### src/rtl/wb_regfile.sv
// Writeback stage: selects the writeback value, commits it to a 31-entry register file
// (r0 hardwired to zero) and serves two combinational read ports with write-through bypass.
module wb_regfile #(
    parameter int unsigned DATA_W = 32,
    parameter int unsigned ADDR_W = 5,
    parameter int unsigned CNT_W  = 32
) (
    input  logic              clk,
    input  logic              rst,
    input  logic [DATA_W-3:0] wb_fourPC,
    input  logic [1:0]        wb_jump,
    input  logic [1:0]        wb_memToReg,
    input  logic [DATA_W-1:0] wb_aluResult,
    input  logic [DATA_W-1:0] wb_readData,
    input  logic [ADDR_W:0]   wb_writeDataReg,
    input  logic [ADDR_W-1:0] rs_addr,
    input  logic [ADDR_W-1:0] rt_addr,
    output logic [DATA_W-1:0] rs_data,
    output logic [DATA_W-1:0] rt_data,
    output logic [DATA_W-1:0] wb_value,
    output logic              wb_we,
    output logic [CNT_W-1:0]  wr_count,
    output logic [1:0]        last_jump
);

    localparam int unsigned NumRegs = 2 ** ADDR_W;

    logic [DATA_W-1:0] regs_q [NumRegs-1:1];
    logic [CNT_W-1:0]  wr_count_q, wr_count_d;
    logic [1:0]        last_jump_q, last_jump_d;
    logic [ADDR_W-1:0] wr_idx;

    assign wr_idx = wb_writeDataReg[ADDR_W-1:0];

    always_comb begin
        wb_value = '0;
        unique case (wb_memToReg)
            2'b00:   wb_value = wb_aluResult;
            2'b01:   wb_value = wb_readData;
            2'b10:   wb_value = {wb_fourPC, 2'b00};
            default: wb_value = '0;
        endcase
    end

    // Bit ADDR_W of the destination is a guard: set means the slot carries no write.
    assign wb_we = (wb_memToReg != 2'b11) && !wb_writeDataReg[ADDR_W] && (wr_idx != '0);

    always_comb begin
        wr_count_d  = wr_count_q;
        last_jump_d = last_jump_q;
        if (wb_we) begin
            wr_count_d  = wr_count_q + CNT_W'(1);
            last_jump_d = wb_jump;
        end
    end

    always_ff @(posedge clk or posedge rst) begin
        if (rst) begin
            for (int i = 1; i < NumRegs; i++) begin
                regs_q[i] <= '0;
            end
            wr_count_q  <= '0;
            last_jump_q <= 2'b00;
        end else begin
            if (wb_we) begin
                regs_q[wr_idx] <= wb_value;
            end
            wr_count_q  <= wr_count_d;
            last_jump_q <= last_jump_d;
        end
    end

    // Index 0 wins over the bypass so r0 stays zero even if a write to it is presented.
    always_comb begin
        rs_data = '0;
        if (rs_addr == '0) begin
            rs_data = '0;
        end else if (wb_we && (rs_addr == wr_idx)) begin
            rs_data = wb_value;
        end else begin
            rs_data = regs_q[rs_addr];
        end
    end

    always_comb begin
        rt_data = '0;
        if (rt_addr == '0) begin
            rt_data = '0;
        end else if (wb_we && (rt_addr == wr_idx)) begin
            rt_data = wb_value;
        end else begin
            rt_data = regs_q[rt_addr];
        end
    end

    assign wr_count  = wr_count_q;
    assign last_jump = last_jump_q;

endmodule

### config.mk
export PLATFORM = sky130hd
export DESIGN_NAME = wb_regfile
export DESIGN_NICKNAME = d
export VERILOG_FILES = /design/src/rtl/wb_regfile.sv
export SDC_FILE = /design/constraint.sdc
export NUM_CORES = 2
export LEC_CHECK = 0
export BUFFER_PORTS_ARGS = -buffer_cell sky130_fd_sc_hd__buf_2
export CAP_MARGIN = 10
export CORE_MARGIN = 2
export CORE_UTILIZATION = 60
export DETAILED_ROUTE_END_ITERATION = 6
export PLACE_DENSITY_LB_ADDON = 0.1
export SLEW_MARGIN = 20
export SYNTH_ARGS = -nofsm -noshare
export SYNTH_HDL_FRONTEND = slang
export SYNTH_SLANG_ARGS = --single-unit
### constraint.sdc
create_clock -name clk -period 62 [get_ports clk]
set_input_delay 3.1 -clock clk [delete_from_list [all_inputs] [get_ports clk]]
set_output_delay 3.1 -clock clk [all_outputs]
set_load 0.01 [all_outputs]
Word level (Yosys, flattened, before mapping)
Cells that the tools add are included.
{ "classes": {"addsub": 1, "magnitude_cmp": 4, "eq_ne": 5, "n_mux": 12, "reduce_logical": 10} }
{ "ops": {"columns": ["cell", "n"], "rows": [
  ["bitwise mux 992 bit", 1],
  ["binary-select mux 32 bit (select 5 bit)", 2],
  ["two-way mux 32 bit", 7],
  ["demux 32 bit (select 5 bit)", 1],
  ["one-hot mux 32 bit (3 select lines)", 1],
  ["adder 32 x 1 -> 32 bit, second input constant", 1],
  ["< comparator 5 x 6 -> 1 bit, second input constant", 3],
  ["equality test 5 bit", 2],
  ["logical NOT 5 bit", 2],
  ["greater-or-equal comparator 5 x 1 -> 1 bit, second input constant", 1],
  ["logical AND 1 bit", 5],
  ["nonzero test 5 bit", 1],
  ["equality test 2 x 1 -> 1 bit, second input constant", 1],
  ["equality test 2 bit, second input constant", 1],
  ["logical NOT 2 bit", 1],
  ["inequality test 2 bit, second input constant", 1],
  ["logical NOT 1 bit", 1]
]} }
{ "word_totals": {"regBits": 1026, "elab_cells": 65} }

Depth between registers and ports, before layout
{ "depth": {"depth_word": 6, "ltp_mapped": 10, "ltp_nobuf": 6} }

Worst setup path after synthesis
Ideal clock, no wire load.
{ "synth_timing": {"path_type": "input to output", "startpoint": "input port wb_writeDataReg[2]", "endpoint": "output port rs_data[15]", "t_arrival_ps": 4754, "required_ps": 58900, "setup_slack_ps": 54146, "path_stages": 10, "path_cell_list": "buf_2 -> nor3_4 -> a21o_1 -> buf_6 -> inv_4 -> nand4_1 -> buf_2 -> buf_2 -> o221ai_1 -> o32ai_1"} }
{ "synth_between": {"elab_chain_cells": 5} }
{ "synth_lines": {"columns": ["element", "line_no", "source"], "rows": [
  ["from (decl)", "15", "input logic [ADDR_W:0] wb_writeDataReg,"],
  ["nonzero test 5 bit", "46", "assign wb_we = (wb_memToReg != 2'b11) && !wb_writeDataReg[ADDR_W] && (wr_idx != '0);"],
  ["logical AND 1 bit", "46", null],
  ["named net wb_we", "21", "output logic wb_we,"],
  ["logical AND 1 bit", "78", "end else if (wb_we && (rs_addr == wr_idx)) begin"],
  ["two-way mux 32 bit", "78", null],
  ["two-way mux 32 bit", "76", "if (rs_addr == '0) begin"],
  ["to (decl)", "18", "output logic [DATA_W-1:0] rs_data,"]
]} }
The timed path passes the listed nets, and every way through them passes these cells.

Worst setup path after layout
{ "layout_timing": {"startpoint": "input port rt_addr[0]", "endpoint": "output port rt_data[23]"} }
{ "layout_between": {"elab_chain_cells": 4} }
{ "layout_lines": {"columns": ["element", "line_no", "source"], "rows": [
  ["from (decl)", "17", "input logic [ADDR_W-1:0] rt_addr,"],
  ["binary-select mux 32 bit (select 5 bit) / equality test 5 bit (equally long branches)", "92, 89", null],
  ["two-way mux 32 bit (implied by the code) / logical AND 1 bit (equally long branches)", "92, 89", null],
  ["two-way mux 32 bit", "89", "end else if (wb_we && (rt_addr == wr_idx)) begin"],
  ["two-way mux 32 bit (*)", "87", "if (rt_addr == '0) begin"],
  ["to (decl)", "19", "output logic [DATA_W-1:0] rt_data,"]
]} }
Every way passes the cells marked *; elsewhere a longest branch is shown, timed or not. The select of a mux whose other input is x is not followed.

==> impl_metrics.yaml <==
global_routing:
  grt_pass1_wl_um: 265900
  grt_max_degree: 168
  antenna_found_initial: 7
  grtUsageTotal_pct: 39.47
  gr-total-overflow: 0
  grt_pass1_vias: 41880
timing:
  maxSlewHeadroom_pct: 15.91
  skew_ns: 0.004668
  rsz0062_at_grt: "false"
  setup_viol: 0
  fin_crit_ns: 10.07
  max_freq_ghz: 0.09934
  finalCritPeriodShare_pct: 16.24
  hold_viol_final: 0
  drv_slew: 0
  setup_ws_ns: 51.93
  fin_setup_tns_ns: 0
  tightest_slew_ns: 1.230
synth:
  syn_inst: 5090
  ys.flop_type: "dfrtp_1"
  synth-seq-cells: 1026
  ys_types: 56
  syn-num-nets: 5207
  yosysSeqAreaShare_pct: 48.20
  synth_top_cell_by_area: "dfrtp_1"
  syn_area_per_cell_um2: 10.47
  synth_edf_count: 0
  synth_area_leaders: "dfrtp_1, mux4_2, o21ai_0"
  synth.yosys.warnings: 0
  synth.cell_area_um2: 53270
  synth_top_area_share_pct: 48.20
  synth-async-reset-ratio_pct: 100.0
finish:
  nets: 5164
  final_common_cell: "dfrtp_1"
  drive_above_1_share_pct: 20.88
  seq_area_um2: 25670
  multi_input_area_um2: 25530
  layout_common_cells: "dfrtp_1, o21ai_0, nand2_1"
  area_growth_pct: 10.32
  nFillCells: 6813
run_status:
  status: "completed"
drt:
  wirelength_um: 178400
  wire_per_inst_um: 28.29
  vias: 43240
  vias_per_cell: 6.859
  drt-initial-drc-count: 5678
  drtPass1Iterations: 6
  route.detailed.drc: 0
  detail-route-antenna-nets: 0
clocking:
  cts-resized-gates: 0
  clock_latency_ns: 0.69
  postCtsSetupBuffers: 0
  clk_pin_slew_ns: 0.06
  htree_levels: 3
  clock_path_buffers: 3
  cts_made_buffers: 109
  ctsHoldBuffers: 0
  clkSinkCount: 1026
  cts_tree: "built"
  cts-root-buf: "clkbuf_16"
setup_path:
  rr_worst_depth: 5
  reg2reg_from: "wr_count[4]"
  worstPathMaxFanout: 59
  path_class: "in2out"
  critPathArrivalTime_ns: 6.97
  crit_path_start_kind: "primary input"
  end_kind: "output port"
  r2r_end: "wr_count[29]"
  path_delay_family: "buffers and inverters"
  cp.required_ns: 58.90
  critPathMaxStageDelay_ns: 0.82
  reg2reg_slack_ns: 59.77
  worstPathCellList: "buf_8, buf_4, buf_4, mux4_2, a22oi_1, nand2_1, a211oi_1, a21oi_1, buf_2"
  crit_top_cell: "buf_4"
  slowest_stage: "buf_4"
  cp.buffers_inverters: 4
placed_design:
  port_buffers: 246
  dp_hpwl_um: 103900
  post-place-ws_ns: 51.94
  gp_routability_congestion: 0.8624
floorplan:
  io_pins: 247
  rows: 109
  dieHeight_um: 302.0
  die_w_um: 302.0
  dieArea_um2: 91190
  start_util_pct: 60.37
  core_um2: 88240
flow_run:
  cap_viol_max_count: 0
min_path:
  worstHoldPathType: "reg2reg"
  hold_start: "wr_count[31]"
  hold-path-cell-count: 1
  hold_path_end: "wr_count[31]"
pwr:
  p_leak_nw: 26.15
  p_per_area_nw_per_um2: 31.32
  vdd_ir_drop_max_mv: 0.03244
## cells in the mapped netlist, types with 3 or more instances
master     number
a2111oi_0       6
a211oi_1       31
a21oi_1       142
a221o_1         5
a221oi_1       69
a22oi_1        76
and2_1          4
and3_1          5
and4_1         19
buf_1          13
buf_2         107
buf_4          17
clkbuf_1      375
dfrtp_1      1026
inv_1          52
mux2_2         72
mux2i_1       170
mux4_2        381
nand2_1      1012
nand2_2        16
nand2b_1        9
nand3_1        13
nand4_1         7
nor2_1        193
nor2b_1         8
nor3_1         13
nor3_2          4
nor3b_1         3
nor4_1         40
o211ai_1        4
o21ai_0      1006
o221ai_1        7
o22ai_1        91
o2bb2ai_1      17
o32ai_1         8
or2_2           4
xnor2_1        18
xor2_1         23
## per-layer routing
| layer | up-vias | routed length, µm | share of wire, % | GRT usage (%) |
|---|---|---|---|---|
| met5 | - | 20 | 0.011 | 0 |
| met4 | 4 | 8258 | 4.6 | 16.96 |
| met3 | 534 | 19970 | 11 | 9.962 |
| met2 | 2667 | 80840 | 45 | 59.84 |
| met1 | 21700 | 69270 | 39 | 54.82 |
| li1 | 18340 | - | - | - |
## stage by stage
stage / hold WS [ns] / instance area, µm² / cells / power, mW / utilization (%)
6_report: 0.4633 / 58770 / 6304 / 1.840 / 66.60
5_1_grt: 0.4737 / 58760 / 6300 / 1.914 / 66.59
4_1_cts: 0.4656 / 58680 / 6296 / 1.836 / 66.50
3_5_place_dp: 0.4538 / 55040 / 6098 / 1.173 / 62.37
3_3_place_gp: 0.4524 / 55030 / 6098 / 1.159 / 62.37
2_1_floorplan: 0.4599 / 53270 / 5090 / 1.068 / -
## layout make-up
type / count / share of cell area, %
diodes: 5 / 0.02129
clock buffers: 169 / 5.559
clock inverters: 29 / 0.6472
inverters: 53 / 0.3555
multi-input cells: 3497 / 43.45
flip-flops and latches: 1026 / 43.69
well taps: 1165 / 2.480
repair buffers: 360 / 3.802
## kinds of logic (layout without fill, tap and decap cells)
family | after synthesis | after routing | share of synthesized area (%)
xor gates and xnor gates | 41 | 41 | 0.6741
adders and majority gates | 1 | 1 | 0.02348
AOI/OAI and AO/OA | 1471 | 1471 | 15.41
muxes | 623 | 623 | 20.82
other | 0 | 5 | 0
and+or+nand+nor | 1361 | 1361 | 10.48
DFF | 1026 | 1026 | 48.20
buffers and inverters | 567 | 611 | 4.399
## sequential cells by signal, indices dropped and copies added (netlist names)
signal and count:
last_jump 2, regs_q 992, wr_count 32
## worst max path at each step
stage / startpoint / end / slack (ns) / cells past startpoint
final: rt_addr[0] / rt_data[23] / 51.93 / 9
after global routing: rt_addr[0] / rt_data[23] / 51.73 / 9
after CTS: rt_addr[0] / rt_data[23] / 51.93 / 9
after detailed placement: rt_addr[0] / rt_data[23] / 51.94 / 9
after global placement: rt_addr[0] / rt_data[23] / 52.00 / 9
after floorplan: rst / last_jump[0] / 30.03 / 1
## worst reg2reg max path, delay by kind of cell, from the launching register on
kind	cells	cell delay, ns
simple gates	4	1.53
xor+xnor	1	0.18
flops	1	0.45
## power breakdown
| group | internal (mW) | switching, mW | leakage [nW] |
|---|---|---|---|
| clock network | 0.394 | 0.275 | 1.79 |
| registers | 0.768 | 0.0790 | 13.7 |
| logic | 0.148 | 0.176 | 10.7 |
| total | 1.31 | 0.530 | 26.1 |
(Power assumes the default switching activity.)
